$ cat config.mk
export PLATFORM = sky130hd
export DESIGN_NAME = rr_packet_arbiter_flat
export DESIGN_NICKNAME = d
export VERILOG_FILES = /design/src/rtl/rr_packet_arbiter_if.sv /design/src/rtl/rr_packet_arbiter.sv /design/src/flat_wrapper.sv
export SDC_FILE = /design/constraint.sdc
export NUM_CORES = 1
export LEC_CHECK = 0
export CAP_MARGIN = 40
export CORE_UTILIZATION = 45
export DETAILED_ROUTE_END_ITERATION = 8
export PLACE_DENSITY = 0.75
export SLEW_MARGIN = 5
export SYNTH_ARGS = -nofsm -noshare
export SYNTH_HDL_FRONTEND = slang
export SYNTH_SLANG_ARGS = --single-unit
export TNS_END_PERCENT = 50
$ cat constraint.sdc
create_clock -name clk_i -period 8.8 [get_ports clk_i]
set_clock_uncertainty 0.15 [all_clocks]
set_input_delay 1.76 -clock clk_i [delete_from_list [all_inputs] [get_ports clk_i]]
set_output_delay 1.76 -clock clk_i [all_outputs]
set_load 0.05 [all_outputs]
$ cat src/rtl/rr_packet_arbiter_if.sv
// Handshake bundle between the flit sources, the packet arbiter and the output crossbar.
// The arbiter connects through the slave modport; the source/sink side uses master.
interface rr_packet_arbiter_if #(
  parameter int PORT_N = 5,
  parameter int SEL_W  = $clog2(PORT_N)
);
  logic [PORT_N-1:0] vld_input_i;
  logic [PORT_N-1:0] last_input_i;
  logic              out_rdy_i;
  logic [PORT_N-1:0] grant_o;
  logic [SEL_W-1:0]  mux_in_sel_o;
  logic              grant_vld_o;
  logic              xfer_o;

  modport master (
    output vld_input_i, last_input_i, out_rdy_i,
    input  grant_o, mux_in_sel_o, grant_vld_o, xfer_o
  );

  modport slave (
    input  vld_input_i, last_input_i, out_rdy_i,
    output grant_o, mux_in_sel_o, grant_vld_o, xfer_o
  );
endinterface

$ cat src/rtl/rr_packet_arbiter.sv
// Wormhole packet arbiter: locks one input from head flit to tail flit, then
// re-arbitrates (round-robin or fixed highest-index priority) after one idle cycle.
module rr_packet_arbiter #(
  parameter int PORT_N  = 5,
  parameter int RR_MODE = 1,
  parameter int SEL_W   = $clog2(PORT_N)
) (
  input logic           clk_i,
  input logic           rst_i,
  rr_packet_arbiter_if.slave bus
);

  typedef enum logic {IDLE, BUSY} state_e;

  state_e            state_q, state_d;
  logic [SEL_W-1:0]  sel_q, sel_d;
  logic [SEL_W-1:0]  ptr_q, ptr_d;
  logic [PORT_N-1:0] grant_q, grant_d;
  logic [SEL_W-1:0]  win;
  logic              any_req;
  logic              xfer;
  logic              tail;

  // First requester at or after ptr+1, wrapping at PORT_N.
  function automatic logic [SEL_W-1:0] pick_rr(input logic [PORT_N-1:0] req,
                                               input logic [SEL_W-1:0]  ptr);
    logic [SEL_W-1:0] res;
    logic             found;
    int               idx;
    res   = '0;
    found = 1'b0;
    for (int k = 1; k <= PORT_N; k++) begin
      idx = (int'(ptr) + k) % PORT_N;
      if (!found && req[idx]) begin
        res   = SEL_W'(idx);
        found = 1'b1;
      end
    end
    return res;
  endfunction

  function automatic logic [SEL_W-1:0] pick_hi(input logic [PORT_N-1:0] req);
    logic [SEL_W-1:0] res;
    res = '0;
    for (int k = 0; k < PORT_N; k++) begin
      if (req[k]) res = SEL_W'(k);
    end
    return res;
  endfunction

  assign any_req = |bus.vld_input_i;
  assign tail    = bus.last_input_i[sel_q];
  assign xfer    = (state_q == BUSY) && bus.vld_input_i[sel_q] && bus.out_rdy_i;

  always_comb begin
    win = (RR_MODE != 0) ? pick_rr(bus.vld_input_i, ptr_q) : pick_hi(bus.vld_input_i);
  end

  always_comb begin
    state_d = state_q;
    sel_d   = sel_q;
    ptr_d   = ptr_q;
    grant_d = grant_q;
    unique case (state_q)
      IDLE: begin
        if (any_req) begin
          state_d      = BUSY;
          sel_d        = win;
          grant_d      = '0;
          grant_d[win] = 1'b1;
        end
      end
      BUSY: begin
        // Only the tail flit actually leaving releases the lock.
        if (xfer && tail) begin
          state_d = IDLE;
          grant_d = '0;
          ptr_d   = sel_q;
        end
      end
      default: state_d = IDLE;
    endcase
  end

  always_ff @(posedge clk_i or posedge rst_i) begin
    if (rst_i) begin
      state_q <= IDLE;
      sel_q   <= '0;
      ptr_q   <= SEL_W'(PORT_N - 1);
      grant_q <= '0;
    end else begin
      state_q <= state_d;
      sel_q   <= sel_d;
      ptr_q   <= ptr_d;
      grant_q <= grant_d;
    end
  end

  assign bus.grant_o      = grant_q;
  assign bus.mux_in_sel_o = sel_q;
  assign bus.grant_vld_o  = (state_q == BUSY);
  assign bus.xfer_o       = xfer;

  a_grant_onehot0 : assert property (@(posedge clk_i) disable iff (rst_i) $onehot0(grant_q));
  a_grant_matches : assert property (@(posedge clk_i) disable iff (rst_i)
                                     (state_q == BUSY) == (grant_q != '0));

endmodule

$ cat src/flat_wrapper.sv
// flat-port wrapper written by rule: the top's interface ports become plain ports
module rr_packet_arbiter_flat 
#(
  parameter int PORT_N  = 5,
  parameter int RR_MODE = 1,
  parameter int SEL_W   = $clog2(PORT_N)
)
  (clk_i, rst_i, bus_vld_input_i, bus_last_input_i, bus_out_rdy_i, bus_grant_o, bus_mux_in_sel_o, bus_grant_vld_o, bus_xfer_o);
  rr_packet_arbiter_if #(.PORT_N(PORT_N), .SEL_W(SEL_W)) bus_i ();
  input logic clk_i;
  input logic rst_i;
  input wire logic [$bits(bus_i.vld_input_i)-1:0] bus_vld_input_i;
  input wire logic [$bits(bus_i.last_input_i)-1:0] bus_last_input_i;
  input wire logic [$bits(bus_i.out_rdy_i)-1:0] bus_out_rdy_i;
  output wire logic [$bits(bus_i.grant_o)-1:0] bus_grant_o;
  output wire logic [$bits(bus_i.mux_in_sel_o)-1:0] bus_mux_in_sel_o;
  output wire logic [$bits(bus_i.grant_vld_o)-1:0] bus_grant_vld_o;
  output wire logic [$bits(bus_i.xfer_o)-1:0] bus_xfer_o;
  assign bus_i.vld_input_i = bus_vld_input_i;
  assign bus_i.last_input_i = bus_last_input_i;
  assign bus_i.out_rdy_i = bus_out_rdy_i;
  assign bus_grant_o = bus_i.grant_o;
  assign bus_mux_in_sel_o = bus_i.mux_in_sel_o;
  assign bus_grant_vld_o = bus_i.grant_vld_o;
  assign bus_xfer_o = bus_i.xfer_o;
  rr_packet_arbiter #(.PORT_N(PORT_N), .RR_MODE(RR_MODE), .SEL_W(SEL_W)) u_core (.clk_i(clk_i), .rst_i(rst_i), .bus(bus_i));
endmodule
==> key figures <==
Clock tree
  – Setup fix buffers added after clock tree synthesis: 0
  – Hold-fix buffers at CTS: 0
  – Root cell of the clock tree: clkbuf_8
  – TritonCTS buffer count: 3
  – Clock tree from TritonCTS: yes
  – TritonCTS sink count: 12
  – Clock edge transition at the registers on the reported setup and hold paths: around 0.05 ns
  – Insertion delay of the later-clocked pin in the worst-skew pair: 0.24 ns
  – Maximum buffer depth of the clock tree: 2
  – Resized Gates After CTS: 0
  – Level count of the clock H-tree: 1

Yosys
  – Synth Instances: 320
  – Total number of yosys warnings: 0
  – Main combinational cell family by area after synthesis: compound AO/OA/AOI/OAI gates
  – Compound-Gate Fraction of Synth Area: about 33%
  – Mean instance size in the synthesized netlist: between 7 and 8 um^2
  – Nets in the synthesized netlist: between 300 and 400
  – Post-synth top flop: dfrtp_1
  – Synthesized-area fraction occupied by and/or/nand/nor cells: between 20% and 30%
  – Share of synthesized flip-flops with an asynchronous set or reset: 100%
  – Multiplexer fraction of the synthesized cell area: about 5.7%
  – Proportion of synthesized chip area in sequential cells: between 10% and 20%
  – Library cells used by synthesis: 73
  – Xor/xnor share of the synthesized area: between 4 and 5%
  – Number of enable flip-flop cells after synthesis: 0
  – Netlist area before placement: approximately 2500 um^2
  – Synth Area in Adders: between 10% and 20%
  – Register bit total from synthesis: 12

Critical path
  – Count of buffer and inverter cells on the critical path: 2
  – Family of cells with the greatest summed delay on the critical path: buffers and inverters
  – Critical path required time: around 6.9 ns
  – Highest fanout seen on the critical path: 10
  – Category of the critical setup timing path: primary input to primary output
  – Length in cells of the worst reg-to-reg path: 17
  – Logic depth of the worst path, buffers included: 5
  – FF-to-FF Start: u_core.ptr_q[0]
  – Cell type of the slowest stage on the worst timing path: clkdlybuf4s50_1
  – Sort of element at the end of the critical path: primary output
  – Cells along the critical path: clkdlybuf4s50_1, mux4_2, nand2b_1, a21oi_1, clkdlybuf4s50_1
  – Biggest cell delay along the critical path: 0.83 ns
  – Cell seen most often among critical-path stages: clkdlybuf4s50_1
  – Kind of launch point of the worst setup path: primary input
  – CP Launch Point: bus_vld_input_i[1]
  – Endpoint arrival time on the critical path: 3.94 ns

Cells and area
  – Total inserted antenna cells: 0
  – Filler Cells Inserted: about 480
  – Most frequent standard cell in the layout excluding fill and tap cells: nand2_1
  – Layout net count: about 370
  – Share of cells above drive strength 1: ~9%
  – Top library cells by usage in the layout, fill and taps aside: 30 x nand2_1, 26 x ha_1, 25 x inv_1
  – Growth of design area from synthesis to finish: 12.5%

Drt
  – Total iterations of the first detailed-routing run: 5
  – Total length of routed wires: around 6300 um
  – Routed Antenna Nets: 0
  – Via count: approximately 2,500
  – Avg Vias per Cell: 6.12
  – Average wire per cell in the routed design: between 15 and 20 um
  – Post-route DRC violation count: 0
  – Drt initial violations: between 150 and 200

STA
  – Final hold vios: 0
  – PnR worst setup slack: about 3.0 ns
  – Post-route fraction of the period consumed by the critical path: 66.5%
  – Relative max-transition margin: a little under half
  – Max Transition Viols Final: 0
  – Shortest period the worst path allows: a little under 6 ns
  – Total Negative Setup Slacks: 0 ns
  – Setup repair after global routing missed its margin: false
  – Fmax: 171 MHz
  – Final setup fails: 0
  – Worst Hold Margin: ~0.33 ns
  – Measured slew at the worst slew-check pin: 0.812 ns

Global routing
  – Tot GR Track Use: 21.7%
  – Initial antenna violation count: 0
  – Via count of the first global-routing pass: ~2,300
  – Pin count of the biggest net entering global routing: 30
  – Wire length of the first global-routing pass: 10,600 um
  – Total gr overflow: 0

Run status
  – Status: finished, final reports clean

Floorplanning
  – Core box area: 5200 um^2
  – Width of the die: ~76 um
  – Row count: 26
  – Total die area: between 5000 and 6000 um^2
  – Initial core utilization: ~48%
  – Number of top-level design ports: 23
  – DIE HEIGHT: about 76 um

Placement
  – Count of port buffers added during placement: 22
  – Setup Slack @ Placement: around 3 ns
  – Routability-driven placement congestion ratio: 0.905
  – Half-perimeter wire length after placement: 4680 um

Worst hold path
  – HP Class: register to register
  – Number of instances on the worst hold path: 2
  – Start point of the worst hold path: u_core.bus.grant_o[3]

Run
  – Max-Cap Viols: 0
[path summary, 6_finish.rpt]
check	to	slack (ns)
min in group asynchronous	u_core.bus.grant_o[4]	1.70
max in group asynchronous	u_core.ptr_q[2]	6.46
max reg2reg	u_core.bus.mux_in_sel_o[2]	3.12
min	u_core.bus.grant_o[3]	0.33
max	bus_xfer_o	2.95
min reg2reg	u_core.bus.grant_o[3]	0.33
[metrics by stage]
| step | instance area [um^2] | utilization, % | cells |
|---|---|---|---|
| finish | 2800 | 53.7 | 403 |
| global placement | 2710 | 52.1 | 396 |
| global route | 2800 | 53.7 | 403 |
| detailed placement | 2740 | 52.7 | 399 |
| floorplan | 2480 | - | 320 |
| CTS | 2800 | 53.7 | 403 |
[registers in the layout (all words and copies together) (netlist names)]
name	flops
u_core.ptr_q	3
u_core.bus.grant_vld_o	1
u_core.bus.grant_o	5
u_core.bus.mux_in_sel_o	3
[per-layer routing]
metal	global-route usage (%)	part of all wire [%]
met3	1.68	4.9
met4	5.19	1.6
met2	35.4	45
met5	0	0
met1	30.8	48
[Yosys cell counts, types with 3 or more instances]
library cell | instances | area share [%]
o21a_1 | 3 | 0.91
mux4_2 | 4 | 3.6
nand3_1 | 9 | 1.8
o31ai_1 | 5 | 1.5
nand2b_1 | 10 | 2.5
nor2b_1 | 4 | 1.0
and3b_1 | 3 | 1.1
a211oi_1 | 3 | 0.91
nor2_1 | 24 | 3.6
dfrtp_1 | 11 | 11
inv_1 | 25 | 3.8
nand2_1 | 30 | 4.5
xnor2_1 | 10 | 3.5
o21ai_0 | 15 | 3.0
mux2i_1 | 4 | 1.6
o211ai_1 | 7 | 2.1
a31oi_1 | 5 | 1.3
a21boi_0 | 4 | 1.2
buf_2 | 6 | 1.2
a21oi_1 | 17 | 3.4
a2bb2oi_1 | 4 | 1.4
o311a_1 | 4 | 1.6
ha_1 | 26 | 13
or2_2 | 4 | 1.0
nor3_1 | 6 | 1.2
o221ai_1 | 4 | 1.4
and2_1 | 4 | 1.0
o2111ai_1 | 3 | 1.1
clkbuf_1 | 7 | 1.1
a21o_1 | 8 | 2.4
[logic make-up after synthesis]
| logic type | Yosys count |
|---|---|
| compound gates | 109 |
| xor+xnor | 12 |
| fa+ha+maj | 27 |
| buf+inv | 42 |
| flops | 12 |
| mux | 9 |
| simple gates | 109 |
[worst min-delay path, cell delays in order (launching register included)]
cell and delay, ns:
dfrtp_1 0.34, nand2_1 0.05, o31ai_1 0.05
[layout make-up]
class | count | area, um^2 | share of cell area [%]
inverter | 26 | 97.6 | 3.49
clock buffer | 4 | 55.1 | 1.97
multi-input combinational | 266 | 2010 | 71.8
timing repair buffer | 25 | 248 | 8.86
sequential | 12 | 302 | 10.8
tap | 70 | 87.6 | 3.13
Power is not shown: default switching activity piles up to over one toggle a cycle in this logic, so the estimate is an artifact.
